--- config.mk ---
export PLATFORM = sky130hd
export DESIGN_NAME = divider_seq_flat
export DESIGN_NICKNAME = d
export VERILOG_FILES = /design/src/rtl/divider_pkg.sv /design/src/rtl/divider_seq_if.sv /design/src/rtl/divider_seq.sv /design/src/flat_wrapper.sv
export SDC_FILE = /design/constraint.sdc
export NUM_CORES = 1
export LEC_CHECK = 0
export CAP_MARGIN = 0
export CORE_ASPECT_RATIO = 1.2
export CORE_MARGIN = 10
export CORE_UTILIZATION = 50
export DETAILED_ROUTE_END_ITERATION = 10
export DONT_BUFFER_PORTS = 1
export SLEW_MARGIN = 5
export SYNTH_ARGS = -nofsm -noshare
export SYNTH_HDL_FRONTEND = slang
export SYNTH_SLANG_ARGS = --single-unit
export TNS_END_PERCENT = 100
--- constraint.sdc ---
create_clock -name CK -period 3.65 [get_ports CK]
set_clock_uncertainty 0.05 [all_clocks]
set_input_delay 0.1825 -clock CK [delete_from_list [all_inputs] [get_ports CK]]
set_output_delay 0.1825 -clock CK [all_outputs]
set_load 0.05 [all_outputs]
--- src/rtl/divider_pkg.sv ---
// divider_pkg: shared state encoding, default width and counter sizing for the divider controller
package divider_pkg;

    localparam int C_NUM_BITS_DEF = 24;

    typedef enum logic [1:0] {
        IDLE = 2'd0,
        LOAD = 2'd1,
        ITER = 2'd2,
        DONE = 2'd3
    } state_t;

    function automatic int cnt_width(input int n);
        return (n > 1) ? $clog2(n) : 1;
    endfunction

endpackage

--- src/rtl/divider_seq_if.sv ---
// divider_seq_if: request/result handshake and datapath control bundle around the divider controller
interface divider_seq_if #(
    parameter int C_NUM_BITS = divider_pkg::C_NUM_BITS_DEF
);
    logic                  IN_VALID;
    logic                  IN_READY;
    logic [C_NUM_BITS-1:0] B;
    logic                  TRIAL_NEG;
    logic                  DP_EN;
    logic                  LD;
    logic                  SH;
    logic                  RESTORE;
    logic                  Q_BIT;
    logic                  OUT_VALID;
    logic                  OUT_READY;
    logic                  DZ;
    logic                  BUSY;

    // requester/datapath side
    modport master (
        output IN_VALID, B, TRIAL_NEG, OUT_READY,
        input  IN_READY, DP_EN, LD, SH, RESTORE, Q_BIT, OUT_VALID, DZ, BUSY
    );

    // controller side
    modport slave (
        input  IN_VALID, B, TRIAL_NEG, OUT_READY,
        output IN_READY, DP_EN, LD, SH, RESTORE, Q_BIT, OUT_VALID, DZ, BUSY
    );
endinterface

--- src/rtl/divider_seq.sv ---
// divider_seq: sequencing controller for a restoring-division datapath
module divider_seq
    import divider_pkg::*;
#(
    parameter int C_NUM_BITS = C_NUM_BITS_DEF,
    parameter int C_CNT_BITS = cnt_width(C_NUM_BITS)
) (
    input  logic          CK,
    input  logic          RN,
    divider_seq_if.slave  bus
);

    localparam logic [C_CNT_BITS-1:0] C_LAST = C_CNT_BITS'(C_NUM_BITS - 1);

    state_t                state_q;
    logic [C_CNT_BITS-1:0] cnt_q;
    logic                  dz_q;
    logic                  in_ready_q;
    logic                  dp_en_q;
    logic                  ld_q;
    logic                  sh_q;
    logic                  out_valid_q;
    logic                  busy_q;

    // FSM with every clock-gate-facing output held in a flop so it cannot glitch
    always_ff @(posedge CK or negedge RN) begin
        if (!RN) begin
            state_q     <= IDLE;
            cnt_q       <= '0;
            dz_q        <= 1'b0;
            in_ready_q  <= 1'b1;
            dp_en_q     <= 1'b0;
            ld_q        <= 1'b0;
            sh_q        <= 1'b0;
            out_valid_q <= 1'b0;
            busy_q      <= 1'b0;
        end else begin
            case (state_q)
                IDLE: if (bus.IN_VALID) begin
                    in_ready_q <= 1'b0;
                    busy_q     <= 1'b1;
                    if (bus.B == '0) begin
                        state_q     <= DONE;
                        dz_q        <= 1'b1;
                        out_valid_q <= 1'b1;
                    end else begin
                        state_q <= LOAD;
                        dz_q    <= 1'b0;
                        dp_en_q <= 1'b1;
                        ld_q    <= 1'b1;
                    end
                end
                LOAD: begin
                    state_q <= ITER;
                    cnt_q   <= '0;
                    ld_q    <= 1'b0;
                    sh_q    <= 1'b1;
                end
                ITER: begin
                    cnt_q <= cnt_q + 1'b1;
                    if (cnt_q == C_LAST) begin
                        state_q     <= DONE;
                        dp_en_q     <= 1'b0;
                        sh_q        <= 1'b0;
                        out_valid_q <= 1'b1;
                    end
                end
                DONE: if (bus.OUT_READY) begin
                    state_q     <= IDLE;
                    dz_q        <= 1'b0;
                    out_valid_q <= 1'b0;
                    busy_q      <= 1'b0;
                    in_ready_q  <= 1'b1;
                end
                default: state_q <= IDLE;
            endcase
        end
    end

    assign bus.IN_READY  = in_ready_q;
    assign bus.DP_EN     = dp_en_q;
    assign bus.LD        = ld_q;
    assign bus.SH        = sh_q;
    assign bus.OUT_VALID = out_valid_q;
    assign bus.DZ        = dz_q;
    assign bus.BUSY      = busy_q;
    // restore/quotient decision comes straight from this cycle's trial sign
    assign bus.RESTORE   = sh_q & bus.TRIAL_NEG;
    assign bus.Q_BIT     = sh_q & ~bus.TRIAL_NEG;

endmodule

--- src/flat_wrapper.sv ---
// flat-port wrapper written by rule: the top's interface ports become plain ports
module divider_seq_flat import divider_pkg::*;
#(
    parameter int C_NUM_BITS = C_NUM_BITS_DEF,
    parameter int C_CNT_BITS = cnt_width(C_NUM_BITS)
)
  (CK, RN, bus_IN_VALID, bus_B, bus_TRIAL_NEG, bus_OUT_READY, bus_IN_READY, bus_DP_EN, bus_LD, bus_SH, bus_RESTORE, bus_Q_BIT, bus_OUT_VALID, bus_DZ, bus_BUSY);
  divider_seq_if #(.C_NUM_BITS(C_NUM_BITS)) bus_i ();
  input  logic CK;
  input  logic RN;
  input wire logic [$bits(bus_i.IN_VALID)-1:0] bus_IN_VALID;
  input wire logic [$bits(bus_i.B)-1:0] bus_B;
  input wire logic [$bits(bus_i.TRIAL_NEG)-1:0] bus_TRIAL_NEG;
  input wire logic [$bits(bus_i.OUT_READY)-1:0] bus_OUT_READY;
  output wire logic [$bits(bus_i.IN_READY)-1:0] bus_IN_READY;
  output wire logic [$bits(bus_i.DP_EN)-1:0] bus_DP_EN;
  output wire logic [$bits(bus_i.LD)-1:0] bus_LD;
  output wire logic [$bits(bus_i.SH)-1:0] bus_SH;
  output wire logic [$bits(bus_i.RESTORE)-1:0] bus_RESTORE;
  output wire logic [$bits(bus_i.Q_BIT)-1:0] bus_Q_BIT;
  output wire logic [$bits(bus_i.OUT_VALID)-1:0] bus_OUT_VALID;
  output wire logic [$bits(bus_i.DZ)-1:0] bus_DZ;
  output wire logic [$bits(bus_i.BUSY)-1:0] bus_BUSY;
  assign bus_i.IN_VALID = bus_IN_VALID;
  assign bus_i.B = bus_B;
  assign bus_i.TRIAL_NEG = bus_TRIAL_NEG;
  assign bus_i.OUT_READY = bus_OUT_READY;
  assign bus_IN_READY = bus_i.IN_READY;
  assign bus_DP_EN = bus_i.DP_EN;
  assign bus_LD = bus_i.LD;
  assign bus_SH = bus_i.SH;
  assign bus_RESTORE = bus_i.RESTORE;
  assign bus_Q_BIT = bus_i.Q_BIT;
  assign bus_OUT_VALID = bus_i.OUT_VALID;
  assign bus_DZ = bus_i.DZ;
  assign bus_BUSY = bus_i.BUSY;
  divider_seq #(.C_NUM_BITS(C_NUM_BITS), .C_CNT_BITS(C_CNT_BITS)) u_core (.CK(CK), .RN(RN), .bus(bus_i));
endmodule
### Yosys cells after proc, flatten, opt, wreduce, memory -nomap -nowiden

Cells that the tools add are included.

* reduce and logical (&&, ||, !) cells: 13
* add/subtract/negate cells: 1
* bitwise gates (word level): 3
* mux-type cells: 25
* eq/ne operators: 9

Operator list (count)
* 24-bit zero test: 1
* 1-bit two-way mux: 12
* 1-bit one-hot mux with 2 select lines: 6
* 5-bit one-hot mux with 2 select lines: 1
* 3-bit AND reduction: 3
* 2-bit two-way mux: 4
* 2-bit one-hot mux with 4 select lines: 1
* 2-bit nonzero test: 4
* 2-bit inequality test, second input constant: 3
* 5-bit by 1-bit adder with 5-bit output, second input constant: 1
* 5-bit equality test, second input constant: 1
* 5-bit AND reduction: 1
* 2-bit equality test, second input constant: 2
* 2-bit by 1-bit inequality test with 1-bit output, second input constant: 2
* 4-bit AND reduction: 1
* 1-bit one-hot mux with 3 select lines: 1
* 3-bit nonzero test: 1
* 1-bit bitwise AND: 2
* 2-bit by 1-bit equality test with 1-bit output, second input constant: 1
* 2-bit zero test: 1
* 2-bit AND reduction: 1
* 1-bit inverter: 1

* bits of input ports: 29
* register bits: 14

### Depth between registers and ports, before layout

Gate-level depths: netlist of the first run.

* depth after elaboration: 4
* depth in mapped cells: 7

### Worst setup path before layout of the first run

OpenSTA, ideal clock, no wires.

* path kind: reg-to-reg
* start point: reg u_core.state_q[0]
* end point: reg u_core.out_valid_q, in the netlist u_core.bus.OUT_VALID
* data required time: 3.520 ns
* clock period less this slack: 1.676 ns
* data arrival time: 1.545 ns
* buffers on the path: 0
* setup time: 0.080 ns
* stages on the path, launching flop included: 7
* setup slack: 1.974 ns
* path through: dfrtp_1 -> inv_1 -> ha_1 -> nor2b_1 -> a211o_1 -> or3_1 -> o211ai_2

* longest elaborated chain between the ends: 3
* elaborated cells between the ends (all ways): 10
* classes of those cells: 6 x eq/ne; 1 x mux; 3 x reduce/logical

Ends and longest elaborated chain
* from (decl): RTL line divider_seq.sv:15 `state_t state_q;`
* from (signal assigned): RTL line divider_seq.sv:28 `state_q <= IDLE;`
* from (signal assigned): RTL line divider_seq.sv:43 `state_q <= DONE;`
* from (signal assigned): RTL line divider_seq.sv:47 `state_q <= LOAD;`
* 2-bit equality test / 2-bit zero test (equally long branches): RTL line divider_seq.sv:38 `case (state_q)`
* 2-bit inequality test (no line) (tied with other cells)
* 5-bit AND reduction (no line)
* to (signal assigned): RTL line divider_seq.sv:35 `out_valid_q <= 1'b0;`
* to (signal assigned): RTL line divider_seq.sv:45 `out_valid_q <= 1'b1;`
* to (signal assigned): RTL line divider_seq.sv:65 `out_valid_q <= 1'b1;`
* to (decl): RTL line divider_seq.sv:22 `logic out_valid_q;`

Several ways; a longest one is shown, not always the timed one.
A chain may end at the register's enable or synchronous reset.

### Final worst setup path of the first run

* start point: reg u_core.sh_q, in the netlist u_core.bus.SH
* end point: out bus_Q_BIT

* longest elaborated chain between the ends: 1

Ends and longest elaborated chain
* from (decl): RTL line divider_seq.sv:21 `logic sh_q;`
* from (signal assigned): RTL line divider_seq.sv:34 `sh_q <= 1'b0;`
* from (signal assigned): RTL line divider_seq.sv:57 `sh_q <= 1'b1;`
* from (signal assigned): RTL line divider_seq.sv:64 `sh_q <= 1'b0;`
* 1-bit bitwise AND: RTL line divider_seq.sv:89 `assign bus.Q_BIT = sh_q & ~bus.TRIAL_NEG;`
* to (decl): RTL line flat_wrapper.sv:20 `output wire logic [$bits(bus_i.Q_BIT)-1:0] bus_Q_BIT;`

Every way passes these cells.

==> impl_metrics.csv, run 1 <==
group,metric,value,unit
routing,dr.pass1.iters,4,
sta,finalSetupViolCount,0,
clock_tree,clk_latency,290,ps
synth,synth_nets,132,
clock_tree,cts_buffer_depth,2,
synth,synthFlopType,"dfrtp_1",
status,outcome,"completed",
die,die_w,59.3,µm
global_routing,grtUsageTotal,11.3,%
die,ios,38,
place,place.gp.congestion,0.822,
setup_path,critPathLaunchType,"flop",
routing,wl,2120,µm
setup_path,crit_family,"simple AND/OR/NAND/NOR gates",
routing,drc_errors,0,
clock_tree,cts_buffers,3,
synth,synth.distinct_cells,33,
synth,avgSynthCellArea,9.47,µm²
sta,period_share,55.8,%
pwr,ir_drop,0.491,mV
final_layout,fin_nets,138,
sta,slew_headroom,36.6,%
global_routing,grt_pass1_wl,3570,µm
clock_tree,root_buffer,"clkbuf_4",
setup_path,cp-end-kind,"primary output",
synth,synthArstFlopShare,100,%
routing,ant_nets,0,
synth,seq_area_frac_synth,37.9,%
clock_tree,htree_levels,1,
die,start_util,51.3,%
final_layout,syn_to_final_growth,8.89,%
setup_path,path_class,"reg2out",
place,dp_hpwl,1680,µm
pwr,power.static_leakage,0.441,nW
global_routing,grt_overflow,0,
sta,rsz0062_at_grt,"false",
setup_path,path_buf_inv,0,
routing,drt-vias-per-instance,6.13,
synth,netlist_instances,98,
global_routing,antenna_found_initial,0,
place,numPortBuffers,0,
sta,slew_violations,0,
synth,syn_area,928,µm²
routing,drtIter0Drc,29,
sta,finalSetupTns,0,ps
setup_path,crit_arrival,1810,ps
clock_tree,cts_sinks,14,
final_layout,mostFrequentLayoutCell,"dfrtp_1",
run,max_cap_violations,0,
synth,yosysWarnings,0,
sta,tightest_slew,949,ps
pwr,powerDensity,686,mW/mm²
synth,synth_edf_count,0,
clock_tree,clk_pin_slew,90,ps
final_layout,layout_common_cells,"dfrtp_1, inv_1, o21ai_0, nand2_1",
setup_path,worstPathMaxFanout,5,
min_path,hold_class,"in2reg",
sta,fin_crit,2040,ps
setup_path,crit_chain,"nor2b_1",
sta,fin_hold_ws,18.2,ps
final_layout,drive_above_1_share,16.5,%
die,row_count,17,
die,core_area,0.00181,mm²
routing,wl_per_cell,17.4,µm
global_routing,grt_max_degree,15,
sta,final_hold_viol_count,0,
routing,vias,748,
setup_path,crit_slowest_cell,"nor2b_1",
sta,max_freq,0.491,GHz
global_routing,grt_pass1_vias,782,
final_layout,antenna-diode-count,0,
die,die_h,67.2,µm
setup_path,slowest_delay,820,ps
die,dieArea,0.00399,mm²
clock_tree,cts_tree,"yes",
synth,ys_ff_latch,14,
setup_path,cp.required,3420,ps
## kinds of logic after synthesis
group	count (synthesis)	synth area share [%]
adder cells (fa/ha/maj)	5	6.74
buffers and inverters	13	5.26
multiplexers	2	2.16
flip-flops	14	37.9
AND/OR/NAND/NOR	36	27.0
AO/OA/AOI/OAI	28	21.0
## flip-flops by register name (all words and copies together) (netlist names)
| register | cells |
|---|---|
| u_core.state_q | 2 |
| u_core.bus.DP_EN | 1 |
| u_core.bus.SH | 1 |
| u_core.bus.IN_READY | 1 |
| u_core.bus.BUSY | 1 |
| u_core.bus.LD | 1 |
| u_core.cnt_q | 5 |
| u_core.bus.OUT_VALID | 1 |
| u_core.bus.DZ | 1 |
## final timing paths
path | to | slack (ps) | cells after the start | start
worst max-delay path | bus_Q_BIT | 1610 | 1 | u_core.bus.SH$_DFFE_PN0P_
worst min-delay path | u_core.bus.IN_READY$_DFFE_PN1P_ | 20 | 3 | bus_IN_VALID
worst max register to register | u_core.bus.OUT_VALID$_DFFE_PN0P_ | 1700 | 6 | u_core.state_q[0]$_DFFE_PN0P_
worst min register to register | u_core.cnt_q[0]$_DFFE_PN0P_ | 470 | 1 | u_core.cnt_q[0]$_DFFE_PN0P_
max in group asynchronous | u_core.cnt_q[3]$_DFFE_PN0P_ | 2840 | 1 | RN
min in group asynchronous | u_core.bus.DP_EN$_DFFE_PN0P_ | 300 | 1 | RN
## per-stage QoR
stage | total power [mW] | cell area [µm²] | worst slack [ps] | std cells | utilization (%)
after floorplan | 0.519 | 928 | 1970 | 98 | -
after global placement | 0.570 | 945 | 1770 | 115 | 52.2
after detailed placement | 0.575 | 945 | 1720 | 115 | 52.2
after CTS | 0.697 | 1010 | 1590 | 122 | 55.9
after global routing | 0.756 | 1010 | 1510 | 122 | 55.9
final | 0.693 | 1010 | 1610 | 122 | 55.9
## power breakdown
group | leakage, nW | internal [mW] | total, mW | switching [mW]
sequential | 0.168 | 0.195 | 0.288 | 0.0930
combinational | 0.251 | 0.121 | 0.289 | 0.168
clock | 0.0210 | 0.0608 | 0.117 | 0.0557
## synth_stat cells, drive strengths merged, types with 2 or more instances
| library cell | n | share of area (%) |
|---|---|---|
| o21ai | 8 | 4.3 |
| nand3 | 6 | 3.8 |
| clkbuf | 2 | 0.81 |
| a21oi | 5 | 2.7 |
| nand2 | 7 | 2.8 |
| inv | 11 | 4.4 |
| nor2b | 4 | 2.7 |
| o22ai | 2 | 1.3 |
| o31ai | 2 | 1.6 |
| a31o | 3 | 2.8 |
| or4 | 6 | 5.7 |
| o211ai | 3 | 3.0 |
| dfrtp | 13 | 35 |
| nor2 | 5 | 4.4 |
| mux2i | 2 | 2.2 |
| ha | 5 | 6.7 |
| nor3b | 2 | 1.6 |
## layout make-up
| cell class | count | area [µm²] |
|---|---|---|
| clock buffer | 4 | 36.3 |
| fill | 153 | 797 |
| inverter | 11 | 41.3 |
| multi-input combinational | 71 | 528 |
| sequential | 14 | 352 |
| tap | 19 | 23.8 |
| timing repair buffer | 3 | 30.0 |
## repair_timing
item                      in CTS  in global routing
setup buffers                  0                  0
hold buffers                   3                  0
hold endpoints to repair      16                  0
gates resized for setup        0                  0
## per-layer routing
layer  routed length [µm]  global-route usage [%]  up-vias  share of wire [%]
met2                  864                    15.5       44                 41
met1                  997                    15.0      332                 47
li1                     -                       -      365                  -
met5                    0                       0        -                  0
met4                   49                    6.32        0                2.3
met3                  210                    4.13        7                9.9
Power figures use the tool's default switching activity.
==> inputs of run 2 (changes only) <==
PLACE_DENSITY = 0.68   (was unset)
clock period = 1.8 ns   (was 3.65 ns; I/O delays follow)
==> run 2 against run 1 <==
  * Combinational power grew to 2.8 times the previous value
  * Sequential power rose by 73%
  * Non-clock buffer count is 9 higher
  * Wire length is 4.4% higher
  * Setup slack worse by 1500 ps
  * Final area rose by 5.9%
  * Register-to-register slack got worse by 1600 ps
  * Die area stayed put
  * Count of clock-buffer cells in the layout unchanged
  * Hold slack better by 12 ps
  * Cell count increased by 7.4%
==> impl_metrics.csv, run 2 (synthesis results as in run 1) <==
group,metric,value,unit
clock_tree,cts_buffer_depth,2,
pwr,power.static_leakage,0.475,nW
final_layout,layout_common_cells,"dfrtp_1, inv_1, buf_4, o21ai_0, nand2_1",
setup_path,worstPathMaxFanout,4,
sta,slew_violations,0,
clock_tree,clk_latency,280,ps
sta,slew_headroom,55.4,%
run,max_cap_violations,0,
setup_path,critPathLaunchType,"flop",
final_layout,largest_register,"u_core.cnt_q",
global_routing,grt_pass1_vias,828,
final_layout,mostFrequentLayoutCell,"dfrtp_1",
die,dieArea,0.00399,mm²
final_layout,fin_nets,147,
clock_tree,cts_tree,"yes",
setup_path,path_class,"reg2reg",
place,numPortBuffers,0,
routing,drtIter0Drc,24,
status,outcome,"completed",
sta,fin_hold_ws,30.0,ps
final_layout,syn_to_final_growth,15.4,%
final_layout,antenna-diode-count,0,
place,dp_hpwl,1760,µm
clock_tree,clk_pin_slew,80,ps
sta,final_hold_viol_count,0,
pwr,power.total,1.48,mW
final_layout,reg.largest.list,"u_core.cnt_q x5, u_core.state_q x2",
setup_path,cp-end-kind,"flop",
sta,rsz0062_at_grt,"false",
pwr,seqPwrFrac,33.5,%
sta,max_freq,0.583,GHz
global_routing,grtUsageTotal,11.2,%
pwr,powerDensity,1380,mW/mm²
routing,drc_errors,0,
clock_tree,cts_buffers,3,
global_routing,grt_pass1_wl,3650,µm
sta,period_share,95.2,%
setup_path,crit_arrival,1870,ps
die,row_count,17,
pwr,ir_drop,0.700,mV
sta,finalSetupViolCount,0,
die,ios,38,
routing,wl_per_cell,16.9,µm
pwr,p_switching,0.664,mW
pwr,netSwitchingFraction,44.9,%
die,core_area,0.00181,mm²
min_path,hold_class,"in2reg",
setup_path,cp.required,1960,ps
sta,fin_crit,1710,ps
routing,vias,794,
global_routing,grt_max_degree,15,
setup_path,r2r_setup_slack,90,ps
clock_tree,htree_levels,1,
routing,dr.pass1.iters,4,
die,start_util,51.3,%
final_layout,drive_above_1_share,24.1,%
pwr,internal-power,0.817,mW
pwr,combPwrFrac,53.8,%
routing,wl,2220,µm
place,place.gp.congestion,0.781,
global_routing,antenna_found_initial,0,
routing,ant_nets,0,
die,die_w,59.3,µm
final_layout,largest_register_ffs,5,
routing,drt-vias-per-instance,6.06,
pwr,power_frac_clock,12.7,%
sta,finalSetupTns,0,ps
global_routing,grt_overflow,0,
die,die_h,67.2,µm
sta,tightest_slew,666,ps
clock_tree,cts_sinks,14,
clock_tree,root_buffer,"clkbuf_4",
==> run 2: critical path, cell delays in order, from the launching register on <==
cell and delay [ps]:
dfrtp_1 420, ha_1 230, nor2b_1 160, a211o_1 320, or3_1 330, o211ai_2 130
==> run 2: final cells by class <==
cell class                 count  area [µm²]
clock buffer                   4        26.3
fill                         149         737
inverter                      11        41.3
multi-input combinational     71         531
sequential                    14         352
tap                           19        23.8
timing repair buffer          12        97.6
==> run 2: routing by layer <==
metal	track usage, %	up-vias	wire length (µm)
met3	4.13	0	227
met1	14.4	366	978
met5	0	-	0
met4	3.45	0	0
li1	-	385	-
met2	17.1	43	1010
==> run 2: power by group through the flow <==
stage	registers (mW)	clock network (mW)	logic [mW]
detailed placement	0.501	0	0.738
floorplan	0.571	0	0.482
global route	0.507	0.206	0.888
finish	0.497	0.188	0.797
global placement	0.494	0	0.734
CTS	0.494	0.194	0.754
==> run 2: timing repair <==
| item | in CTS | in global routing |
|---|---|---|
| setup buffers | 0 | 2 |
| hold endpoints to repair | 17 | 0 |
| endpoints found under the setup margin | 0 | 1 |
| gates resized for setup | 0 | 2 |
| hold buffers | 3 | 0 |
==> run 2: final timing paths <==
check / to / depth (start not counted) / from
worst max-delay path: u_core.bus.OUT_VALID$_DFFE_PN0P_ / 5 / u_core.state_q[0]$_DFFE_PN0P_
worst min-delay path: u_core.bus.BUSY$_DFFE_PN0P_ / 2 / bus_IN_VALID
worst max register to register: u_core.bus.OUT_VALID$_DFFE_PN0P_ / 5 / u_core.state_q[0]$_DFFE_PN0P_
worst min register to register: u_core.cnt_q[0]$_DFFE_PN0P_ / 1 / u_core.cnt_q[0]$_DFFE_PN0P_
max in group asynchronous: u_core.bus.LD$_DFFE_PN0P_ / 1 / RN
min in group asynchronous: u_core.cnt_q[2]$_DFFE_PN0P_ / 1 / RN
==> run 2: stage by stage <==
stage	worst slack, ps	std cells	instance area [µm²]	util [%]
floorplan	124	98	928	-
detailed placement	45.2	122	997	55.2
CTS	18.6	129	1050	58.3
finish	85.7	131	1070	59.2
global placement	115	122	997	55.2
global route	17.8	131	1070	59.2
==> inputs of run 3 (changes only) <==
REMOVE_ABC_BUFFERS = 1   (was unset)
==> run 3 against run 2 <==
  * Fmax up 0.30%
  * Sequential power about the same
  * Die area unchanged
  * Combinational power fell by 2%
  * Register-to-register slack about the same
  * Final area is 1.9% higher
  * Largest power group unchanged
  * Highest routed layer is now met4
==> impl_metrics.csv, run 3 (synthesis results as in run 1) <==
group,metric,value,unit
die,die_h,67.2,µm
routing,drt-vias-per-instance,6.10,
global_routing,grtUsageTotal,12.2,%
place,place.gp.congestion,0.857,
final_layout,fin_nets,147,
min_path,whs_path_depth,3,
sta,final_hold_viol_count,0,
global_routing,grt_pass1_wl,3780,µm
die,core_area,0.00181,mm²
run,max_cap_violations,0,
clock_tree,cts_sinks,14,
pwr,internal-power,0.839,mW
die,die_w,59.3,µm
die,row_count,17,
clock_tree,cts_buffer_depth,2,
global_routing,grtUsageMet1,15.9,%
global_routing,grt_overflow,0,
place,post-place-ws,58.0,ps
setup_path,reg2reg_to,"u_core.bus.OUT_VALID$_DFFE_PN0P_",
setup_path,crit_arrival,1890,ps
setup_path,critPathLaunchType,"flop",
die,ios,38,
die,dieArea,0.00399,mm²
clock_tree,htree_levels,1,
final_layout,mostFrequentLayoutCell,"dfrtp_1",
clock_tree,cts_buffers,3,
final_layout,layout_common_cells,"dfrtp_1, inv_1, buf_4, o21ai_0, nand2_1",
final_layout,antenna-diode-count,0,
sta,tightest_slew,639,ps
final_layout,utilization,60.3,%
sta,fin_crit,1710,ps
die,start_util,51.3,%
final_layout,largest_register_ffs,5,
global_routing,antenna_found_initial,0,
min_path,min_to,"u_core.bus.LD$_DFFE_PN0P_",
final_layout,n_fill_cell,147,
final_layout,ff_latch_area,352,µm²
pwr,netSwitchingFraction,44.7,%
sta,max_freq,0.585,GHz
setup_path,r2r_setup_slack,90,ps
final_layout,largest_register,"u_core.cnt_q",
pwr,power.static_leakage,0.482,nW
global_routing,met2_usage,16.5,%
sta,period_share,95.0,%
sta,finalSetupTns,0,ps
final_layout,drive_above_1_share,24.1,%
sta,slew_headroom,57.2,%
setup_path,path_class,"reg2reg",
global_routing,top_usage_layer,"met2",
sta,rsz0062_at_grt,"false",
place,numPortBuffers,0,
sta,slew_violations,0,
routing,wl_per_cell,17.4,µm
routing,vias,799,
routing,dr.pass1.iters,4,
clock_tree,cts_tree,"yes",
pwr,powerDensity,1390,mW/mm²
global_routing,grt_max_degree,15,
routing,drtIter0Drc,15,
clock_tree,clk_latency,300,ps
pwr,power_frac_clock,16.0,%
pwr,ir_drop,0.852,mV
place,dp_hpwl,1800,µm
status,outcome,"completed",
final_layout,final_cell_area,0.00109,mm²
routing,ant_nets,0,
clock_tree,clk_pin_slew,90,ps
place,placed_cell_area,0.00100,mm²
routing,wl,2290,µm
sta,setup_ws,90.9,ps
setup_path,worstPathMaxFanout,4,
pwr,p_switching,0.678,mW
pwr,power.total,1.52,mW
final_layout,syn_to_final_growth,17.5,%
sta,finalSetupViolCount,0,
global_routing,grt_pass1_vias,802,
setup_path,cp-end-kind,"flop",
setup_path,rr_worst_depth,6,
pwr,seqPwrFrac,32.7,%
routing,drc_errors,0,
pwr,combPwrFrac,51.3,%
min_path,hold_class,"in2reg",
global_routing,grt_use_met3,4.13,%
setup_path,worstReg2RegStart,"u_core.state_q[0]$_DFFE_PN0P_",
clock_tree,root_buffer,"clkbuf_4",
setup_path,cp.required,1980,ps
final_layout,reg.largest.list,"u_core.cnt_q x5, u_core.state_q x2",
final_layout,multi_input_area,541,µm²
min_path,min-delay-start,"bus_IN_VALID",
run 3: cell counts in the layout (fill, tap and decap cells not counted):
Identical to the previous run, type by type.
run 3: layer usage:
metal | wire length, µm | share of wire, %
met1 | 1060 | 46
met4 | 53 | 2.3
met3 | 185 | 8.1
met2 | 985 | 43
met5 | 0 | 0
run 3: repair_timing:
action | in CTS | in global routing
gates resized for setup | 0 | 2
endpoints found under the setup margin | 0 | 1
hold endpoints to repair | 17 | 0
hold buffers | 3 | 0
buffers inserted | 0 | 1
run 3: final cells by class:
cell class              instances  share of cell area (%)
repair buffers                 12                    8.94
well taps                      19                    2.18
clock buffers                   4                    3.33
flip-flops and latches         14                    32.2
multi-input cells              71                    49.5
inverters                      11                    3.78
run 3: worst max-delay path, stage by stage (launching register included):
cell and delay (ps):
dfrtp_1 380, inv_1 80, ha_1 210, nor2b_1 170, a211o_1 290, or3_1 330
o211ai_2 140
run 3: worst max-delay path by stage:
stage                                  startpoint                          endpoint  slack, ps  cells after the start
global route          u_core.cnt_q[0]$_DFFE_PN0P_  u_core.bus.OUT_VALID$_DFFE_PN0P_         20                      5
finish              u_core.state_q[0]$_DFFE_PN0P_  u_core.bus.OUT_VALID$_DFFE_PN0P_         90                      6
global placement    u_core.state_q[0]$_DFFE_PN0P_  u_core.bus.OUT_VALID$_DFFE_PN0P_        110                      6
floorplan           u_core.state_q[0]$_DFFE_PN0P_  u_core.bus.OUT_VALID$_DFFE_PN0P_          2                      6
detailed placement  u_core.state_q[0]$_DFFE_PN0P_  u_core.bus.OUT_VALID$_DFFE_PN0P_         60                      6
CTS                 u_core.state_q[0]$_DFFE_PN0P_  u_core.bus.OUT_VALID$_DFFE_PN0P_         50                      6
run 3: stage by stage:
step                hold WS [ps]  instances
floorplan                   -256         96
global placement            -255        123
detailed placement          -255        123
CTS                         6.05        130
global route                13.2        131
finish                     0.325        131
run 3: power by group through the flow:
stage / registers [mW] / logic (mW) / clock network (mW)
6_report: 0.496 / 0.778 / 0.242
5_1_grt: 0.503 / 0.865 / 0.260
4_1_cts: 0.489 / 0.762 / 0.241
3_5_place_dp: 0.495 / 0.750 / 0
3_3_place_gp: 0.492 / 0.734 / 0
2_1_floorplan: 0.571 / 0.475 / 0
